===== config.mk =====
export PLATFORM = sky130hd
export DESIGN_NAME = alu_cmd_issue
export DESIGN_NICKNAME = d
export VERILOG_FILES = /design/src/rtl/alu_pkg.sv /design/src/rtl/alu_cmd_fifo.sv /design/src/rtl/alu_cmd_issue.sv
export SDC_FILE = /design/constraint.sdc
export NUM_CORES = 1
export LEC_CHECK = 0
export BUFFER_PORTS_ARGS = -buffer_cell sky130_fd_sc_hd__buf_2
export CORE_MARGIN = 3
export CORE_UTILIZATION = 62
export CTS_CLUSTER_DIAMETER = 150
export DETAILED_ROUTE_END_ITERATION = 16
export PLACE_DENSITY = 0.84
export SYNTH_ARGS = -nofsm -noshare
export SYNTH_HDL_FRONTEND = slang
export SYNTH_SLANG_ARGS = --single-unit

===== constraint.sdc =====
create_clock -name clk -period 7.8 [get_ports clk]
set_input_delay 0.78 -clock clk [delete_from_list [all_inputs] [get_ports clk]]
set_output_delay 0.78 -clock clk [all_outputs]
set_load 0.005 [all_outputs]

===== src/rtl/alu_pkg.sv =====
// Shared definitions for the ALU command issue path: select codes, issue FSM states, trap pattern.
// Latency: n/a (definitions only).
// Backpressure: n/a.
package alu_pkg;

    localparam logic [2:0] ALU_ADD = 3'b000;
    localparam logic [2:0] ALU_SUB = 3'b001;
    localparam logic [2:0] ALU_MUL = 3'b010;
    localparam logic [2:0] ALU_DIV = 3'b011;
    localparam logic [2:0] ALU_GCD = 3'b100;
    localparam logic [2:0] ALU_POW = 3'b101;

    localparam logic [31:0] DIV0_PATTERN = 32'hFFFF_FFFF;

    typedef enum logic [1:0] {
        IDLE  = 2'd0,
        DRIVE = 2'd1,
        HOLD  = 2'd2
    } issue_state_e;

endpackage


===== src/rtl/alu_cmd_fifo.sv =====
// Command FIFO: W-bit entries, DEPTH deep, head presented combinationally on pop_dat.
// Latency: a pushed entry is visible at the head the cycle after the push edge.
// Backpressure: push ignored while full, pop ignored while empty; push+pop when full is not a push.
module alu_cmd_fifo #(
    parameter int W     = 67,
    parameter int DEPTH = 4
) (
    input  logic                       clk,
    input  logic                       rst,
    input  logic                       push,
    input  logic [W-1:0]               push_dat,
    input  logic                       pop,
    output logic [W-1:0]               pop_dat,
    output logic                       full,
    output logic                       empty,
    output logic [$clog2(DEPTH):0]     count
);

    localparam int AW = $clog2(DEPTH);

    logic [W-1:0]  mem [DEPTH];
    logic [AW-1:0] wptr_q, wptr_d;
    logic [AW-1:0] rptr_q, rptr_d;
    logic [AW:0]   count_q, count_d;
    logic          push_en, pop_en;

    assign full    = (count_q == (AW+1)'(DEPTH));
    assign empty   = (count_q == '0);
    assign count   = count_q;
    assign pop_dat = mem[rptr_q];
    assign push_en = push && !full;
    assign pop_en  = pop && !empty;

    always_comb begin
        wptr_d  = wptr_q;
        rptr_d  = rptr_q;
        count_d = count_q;
        if (push_en) begin
            wptr_d = wptr_q + AW'(1);
        end
        if (pop_en) begin
            rptr_d = rptr_q + AW'(1);
        end
        case ({push_en, pop_en})
            2'b10:   count_d = count_q + (AW+1)'(1);
            2'b01:   count_d = count_q - (AW+1)'(1);
            default: count_d = count_q;
        endcase
    end

    always_ff @(posedge clk) begin
        if (rst) begin
            wptr_q  <= '0;
            rptr_q  <= '0;
            count_q <= '0;
        end else begin
            wptr_q  <= wptr_d;
            rptr_q  <= rptr_d;
            count_q <= count_d;
        end
    end

    // Storage needs no reset: the pointers decide which entries are live.
    always_ff @(posedge clk) begin
        if (push_en) begin
            mem[wptr_q] <= push_dat;
        end
    end

endmodule


===== src/rtl/alu_cmd_issue.sv =====
// Issue stage for the combinational ALU: queues commands, drives one at a time, registers the result.
// Latency: response valid SETTLE+1 edges after accept from idle; divide-by-zero trap after 1 edge.
// Backpressure: cmd_ready drops when the FIFO is full; a response is held stable until rsp_ready.
module alu_cmd_issue
    import alu_pkg::*;
#(
    parameter int DW     = 32,
    parameter int DEPTH  = 4,
    parameter int SETTLE = 1
) (
    input  logic          clk,
    input  logic          rst,
    input  logic          cmd_valid,
    output logic          cmd_ready,
    input  logic [DW-1:0] cmd_a,
    input  logic [DW-1:0] cmd_b,
    input  logic [2:0]    cmd_sel,
    output logic [DW-1:0] alu_inp1,
    output logic [DW-1:0] alu_inp2,
    output logic [2:0]    alu_select,
    input  logic [DW-1:0] alu_res,
    output logic          rsp_valid,
    input  logic          rsp_ready,
    output logic [DW-1:0] rsp_data,
    output logic [2:0]    rsp_sel,
    output logic          rsp_err
);

    localparam int CW = DW + DW + 3;
    localparam int AW = $clog2(DEPTH);
    localparam int WW = (SETTLE > 1) ? $clog2(SETTLE) : 1;

    logic          fifo_push, fifo_pop, fifo_full, fifo_empty;
    logic [CW-1:0] fifo_pop_dat;
    logic [AW:0]   fifo_count;
    logic [DW-1:0] head_a, head_b;
    logic [2:0]    head_sel;
    logic          issue;

    issue_state_e  state_q, state_d;
    logic [WW-1:0] wcnt_q, wcnt_d;
    logic [DW-1:0] alu_inp1_q, alu_inp1_d;
    logic [DW-1:0] alu_inp2_q, alu_inp2_d;
    logic [2:0]    alu_select_q, alu_select_d;
    logic          rsp_valid_q, rsp_valid_d;
    logic [DW-1:0] rsp_data_q, rsp_data_d;
    logic [2:0]    rsp_sel_q, rsp_sel_d;
    logic          rsp_err_q, rsp_err_d;

    assign cmd_ready = !fifo_full;
    assign fifo_push = cmd_valid && cmd_ready;
    assign {head_a, head_b, head_sel} = fifo_pop_dat;

    alu_cmd_fifo #(
        .W     (CW),
        .DEPTH (DEPTH)
    ) u_fifo (
        .clk      (clk),
        .rst      (rst),
        .push     (fifo_push),
        .push_dat ({cmd_a, cmd_b, cmd_sel}),
        .pop      (fifo_pop),
        .pop_dat  (fifo_pop_dat),
        .full     (fifo_full),
        .empty    (fifo_empty),
        .count    (fifo_count)
    );

    always_comb begin
        state_d      = state_q;
        wcnt_d       = wcnt_q;
        alu_inp1_d   = alu_inp1_q;
        alu_inp2_d   = alu_inp2_q;
        alu_select_d = alu_select_q;
        rsp_valid_d  = rsp_valid_q;
        rsp_data_d   = rsp_data_q;
        rsp_sel_d    = rsp_sel_q;
        rsp_err_d    = rsp_err_q;
        fifo_pop     = 1'b0;
        issue        = 1'b0;

        case (state_q)
            IDLE: begin
                issue = !fifo_empty;
            end
            DRIVE: begin
                if (wcnt_q == '0) begin
                    rsp_data_d  = alu_res;
                    rsp_sel_d   = alu_select_q;
                    rsp_err_d   = 1'b0;
                    rsp_valid_d = 1'b1;
                    state_d     = HOLD;
                end else begin
                    wcnt_d = wcnt_q - WW'(1);
                end
            end
            HOLD: begin
                if (rsp_ready) begin
                    rsp_valid_d = 1'b0;
                    state_d     = IDLE;
                    issue       = !fifo_empty;
                end
            end
            default: begin
                state_d = IDLE;
            end
        endcase

        // Shared by IDLE and the back-to-back path out of HOLD.
        if (issue) begin
            fifo_pop = 1'b1;
            if (head_sel == ALU_DIV && head_b == '0) begin
                rsp_data_d  = {DW{1'b1}};
                rsp_sel_d   = ALU_DIV;
                rsp_err_d   = 1'b1;
                rsp_valid_d = 1'b1;
                state_d     = HOLD;
            end else begin
                alu_inp1_d   = head_a;
                alu_inp2_d   = head_b;
                alu_select_d = head_sel;
                wcnt_d       = WW'(SETTLE - 1);
                state_d      = DRIVE;
            end
        end
    end

    always_ff @(posedge clk) begin
        if (rst) begin
            state_q      <= IDLE;
            wcnt_q       <= '0;
            alu_inp1_q   <= '0;
            alu_inp2_q   <= '0;
            alu_select_q <= '0;
            rsp_valid_q  <= 1'b0;
            rsp_data_q   <= '0;
            rsp_sel_q    <= '0;
            rsp_err_q    <= 1'b0;
        end else begin
            state_q      <= state_d;
            wcnt_q       <= wcnt_d;
            alu_inp1_q   <= alu_inp1_d;
            alu_inp2_q   <= alu_inp2_d;
            alu_select_q <= alu_select_d;
            rsp_valid_q  <= rsp_valid_d;
            rsp_data_q   <= rsp_data_d;
            rsp_sel_q    <= rsp_sel_d;
            rsp_err_q    <= rsp_err_d;
        end
    end

    assign alu_inp1   = alu_inp1_q;
    assign alu_inp2   = alu_inp2_q;
    assign alu_select = alu_select_q;
    assign rsp_valid  = rsp_valid_q;
    assign rsp_data   = rsp_data_q;
    assign rsp_sel    = rsp_sel_q;
    assign rsp_err    = rsp_err_q;

    count_in_range: assert property (@(posedge clk) disable iff (rst)
        fifo_count <= (AW+1)'(DEPTH));

endmodule


==> reports/metrics.cfg <==
[clock_network]
clk_pin_slew_worst_paths_ns=0.07
hold_buffers=0
cts_tree=yes
clock_latency_ns=0.52
cts_setup_buffers=0
root_buffer=clkbuf_16
clk_path_buf_depth=3
numCtsBuffers=38
cts_max_level=2
cts.sinks=384
cts-resized-gates=0

[finish]
insertedDiodeCount=0
finalInstanceArea_um2=17600
drive_gt1_share_pct=29.50
nFillCells=1384
synthToLayoutAreaGrowth_pct=15.90
fin_nets=1293
final_util_pct=74.10

[placed_design]
place.gp.congestion=0.7698
dpl-instance-area_um2=16390
hpwl_um=20620
io_buffers=207
pre_cts_ws_ns=3.032

[sta]
period_needed_ns=4.787
finalSetupTns_ns=0
drv_slew=0
hold_viol_final=0
post-route-period-util_pct=61.37
relSlewSlack_pct=25.63
worst_slew_pin_slew_ns=1.116
fmax_mhz=208.9
grt_setup_unrepaired=false
setup_viol=0
layout_setup_ws_ns=3.013
finClkSkew_ns=0.02856
hold_slack_ns=0.4619

[grt]
grt-ovfl-total=0
track_usage_pct=26.19
grt_pass1_wl_um=53930
grt_max_degree=72
antenna_found_initial=3
grt_pass1_vias=9617

[die]
die_w_um=162.5
dieArea_um2=26410
start_util_pct=63.93
num_io_pins=208
die_h_um=162.5
core_area_um2=23750
rows=56

[power_and_ir_drop]
p_leak_nw=6.395
p_per_area_nw_per_um2=347.7
ir_drop_mv=0.2325

[critical_path]
path_class=flip-flop to flip-flop
reg2reg_to=rsp_data[4]$_SDFF_PP0_
endpoint_kind=flip-flop
crit_end=rsp_data[4]$_SDFF_PP0_
regToRegSetupSlack_ns=3.01
worst_r2r_path_depth=7
critPathArrivalTime_ns=5.20
crit_fanout=44
crit_path_start_kind=flip-flop
cp.required_ns=8.22

[logic_synthesis]
netlist.area_leader.share_pct=52.99
ys_top_cells_by_area=edfxtp_1 53%, dfxtp_1 15%, mux4_2 9.9%
synthDistinctLibCells=41
syn_nets=1116
seq_area_frac_synth_pct=68.29
yosysWarnings=0
synth.most_common_cell=edfxtp_1
synthArstFlopShare_pct=0
synth_commonest_cells=268 x edfxtp_1, 116 x dfxtp_1, 91 x nand2_1
synthCells=1004
synth_top_area_cell=edfxtp_1
synth_edf_count=268
syn_area_um2=15190
ys_ff_latch=384
synth_area_per_cell_um2=15.13
synth_flop_cell=edfxtp_1

[worst_hold_path]
holdCritPathClass=flip-flop to flip-flop

[drt]
wl_um=34610
drt_first_pass_iters=5
route.detailed.drc=0
drtIter0Drc=1073
dr_total_vias=9654
viasPerCell=6.314
wl_per_cell_um=22.64
final_antenna_net_count=0

[flow_run]
cap_viol_max_count=0

[status]
status=finished clean

-- final cells by class --
class	instances	area, um^2	share of cell area, %
clock inverters	21	176.4	1.002
repair buffers	218	1121	6.370
flip-flops and latches	384	10380	58.96
well taps	319	399.1	2.268
clock buffers	48	1030	5.851
multi-input cells	514	4403	25.02
inverters	25	93.84	0.5332
-- per-layer routing --
| metal | global-route usage [%] | vias up | routed length (um) |
|---|---|---|---|
| li1 | - | 4265 | - |
| met1 | 35.40 | 4708 | 13190 |
| met2 | 43.72 | 583 | 17080 |
| met3 | 4.985 | 92 | 3276 |
| met4 | 8.337 | 6 | 1027 |
| met5 | 0 | - | 28 |
-- cell usage in the layout, fill, tap and decap left out, types with 3 or more instances in the layout --
cell	netlist	routed
edfxtp_1	268	268
buf_2	13	206
dfxtp_1	116	114
nand2_1	91	91
mux4_2	67	67
nor2b_1	53	53
nand4_1	52	52
a21oi_1	39	39
clkbuf_16	0	39
mux2i_1	36	36
a32oi_1	34	34
o211ai_1	34	34
inv_1	25	25
nor2_1	25	23
nand3_1	19	19
a221oi_1	15	15
buf_4	4	12
ha_1	8	8
clkbuf_1	49	7
clkinv_1	0	6
and3_4	0	4
or4_1	4	4
o21ai_0	4	4
clkinvlp_4	0	4
clkinv_2	0	4
nor4b_1	3	3
or3_1	3	3
xor2_1	3	3
clkinv_4	0	3
-- registers in the layout, summed over array words and instances, names as in the netlist, named ones only --
register       cells
rsp_err            1
u_fifo.mem       268
wcnt_q             1
alu_select         3
u_fifo.rptr_q      2
u_fifo.count       3
u_fifo.wptr_q      2
rsp_sel            3
alu_inp1          32
rsp_data          32
state_q            2
alu_inp2          32
rsp_valid          1
-- worst max-delay path, cell delays in order (launching register included) --
cell and delay (ns):
dfxtp_4 0.98, buf_4 0.57, mux4_2 0.58, or4_1 0.61, nor3_4 0.50, buf_4 0.57
nand4_4 0.51, a21oi_1 0.32
-- where the power goes --
group	leakage [nW]	switching [mW]	internal (mW)
Sequential	3.41	0.238	2.52
Combinational	2.40	0.882	0.723
Clock	0.579	0.743	1.01
Total	6.39	1.86	4.26
-- worst min path at each step --
| stage | startpoint | to | slack (ns) | cells after the start |
|---|---|---|---|---|
| floorplan | rsp_err$_SDFF_PP0_ | rsp_err$_SDFF_PP0_ | 0.45 | 2 |
| global placement | rsp_err$_SDFF_PP0_ | rsp_err$_SDFF_PP0_ | 0.45 | 2 |
| detailed placement | rsp_err$_SDFF_PP0_ | rsp_err$_SDFF_PP0_ | 0.45 | 2 |
| CTS | cmd_b[17] | u_fifo.mem[0][20]$_DFFE_PP_ | 0.46 | 1 |
| global route | cmd_b[17] | u_fifo.mem[0][20]$_DFFE_PP_ | 0.46 | 1 |
| finish | rsp_err$_SDFF_PP0_ | rsp_err$_SDFF_PP0_ | 0.46 | 2 |
-- cell families (layout without fill, tap and decap cells) --
kind of cell    Yosys count  after routing  share of synthesized area, %
compound gates          131            131                         6.180
simple gates            266            266                         9.121
flops                   384            384                         68.29
mux                     103            103                         12.31
buf+inv                 106            312                         3.024
fa+ha+maj                 9              9                        0.7910
xor+xnor                  5              5                        0.2884
-- per-stage QoR --
step,total power [mW],instances
6_report,6.120,1529
5_1_grt,6.407,1529
4_1_cts,6.141,1529
3_5_place_dp,4.389,1460
3_3_place_gp,4.316,1460
2_1_floorplan,3.839,1004
No activity file was read; power rests on OpenSTA's default activity.
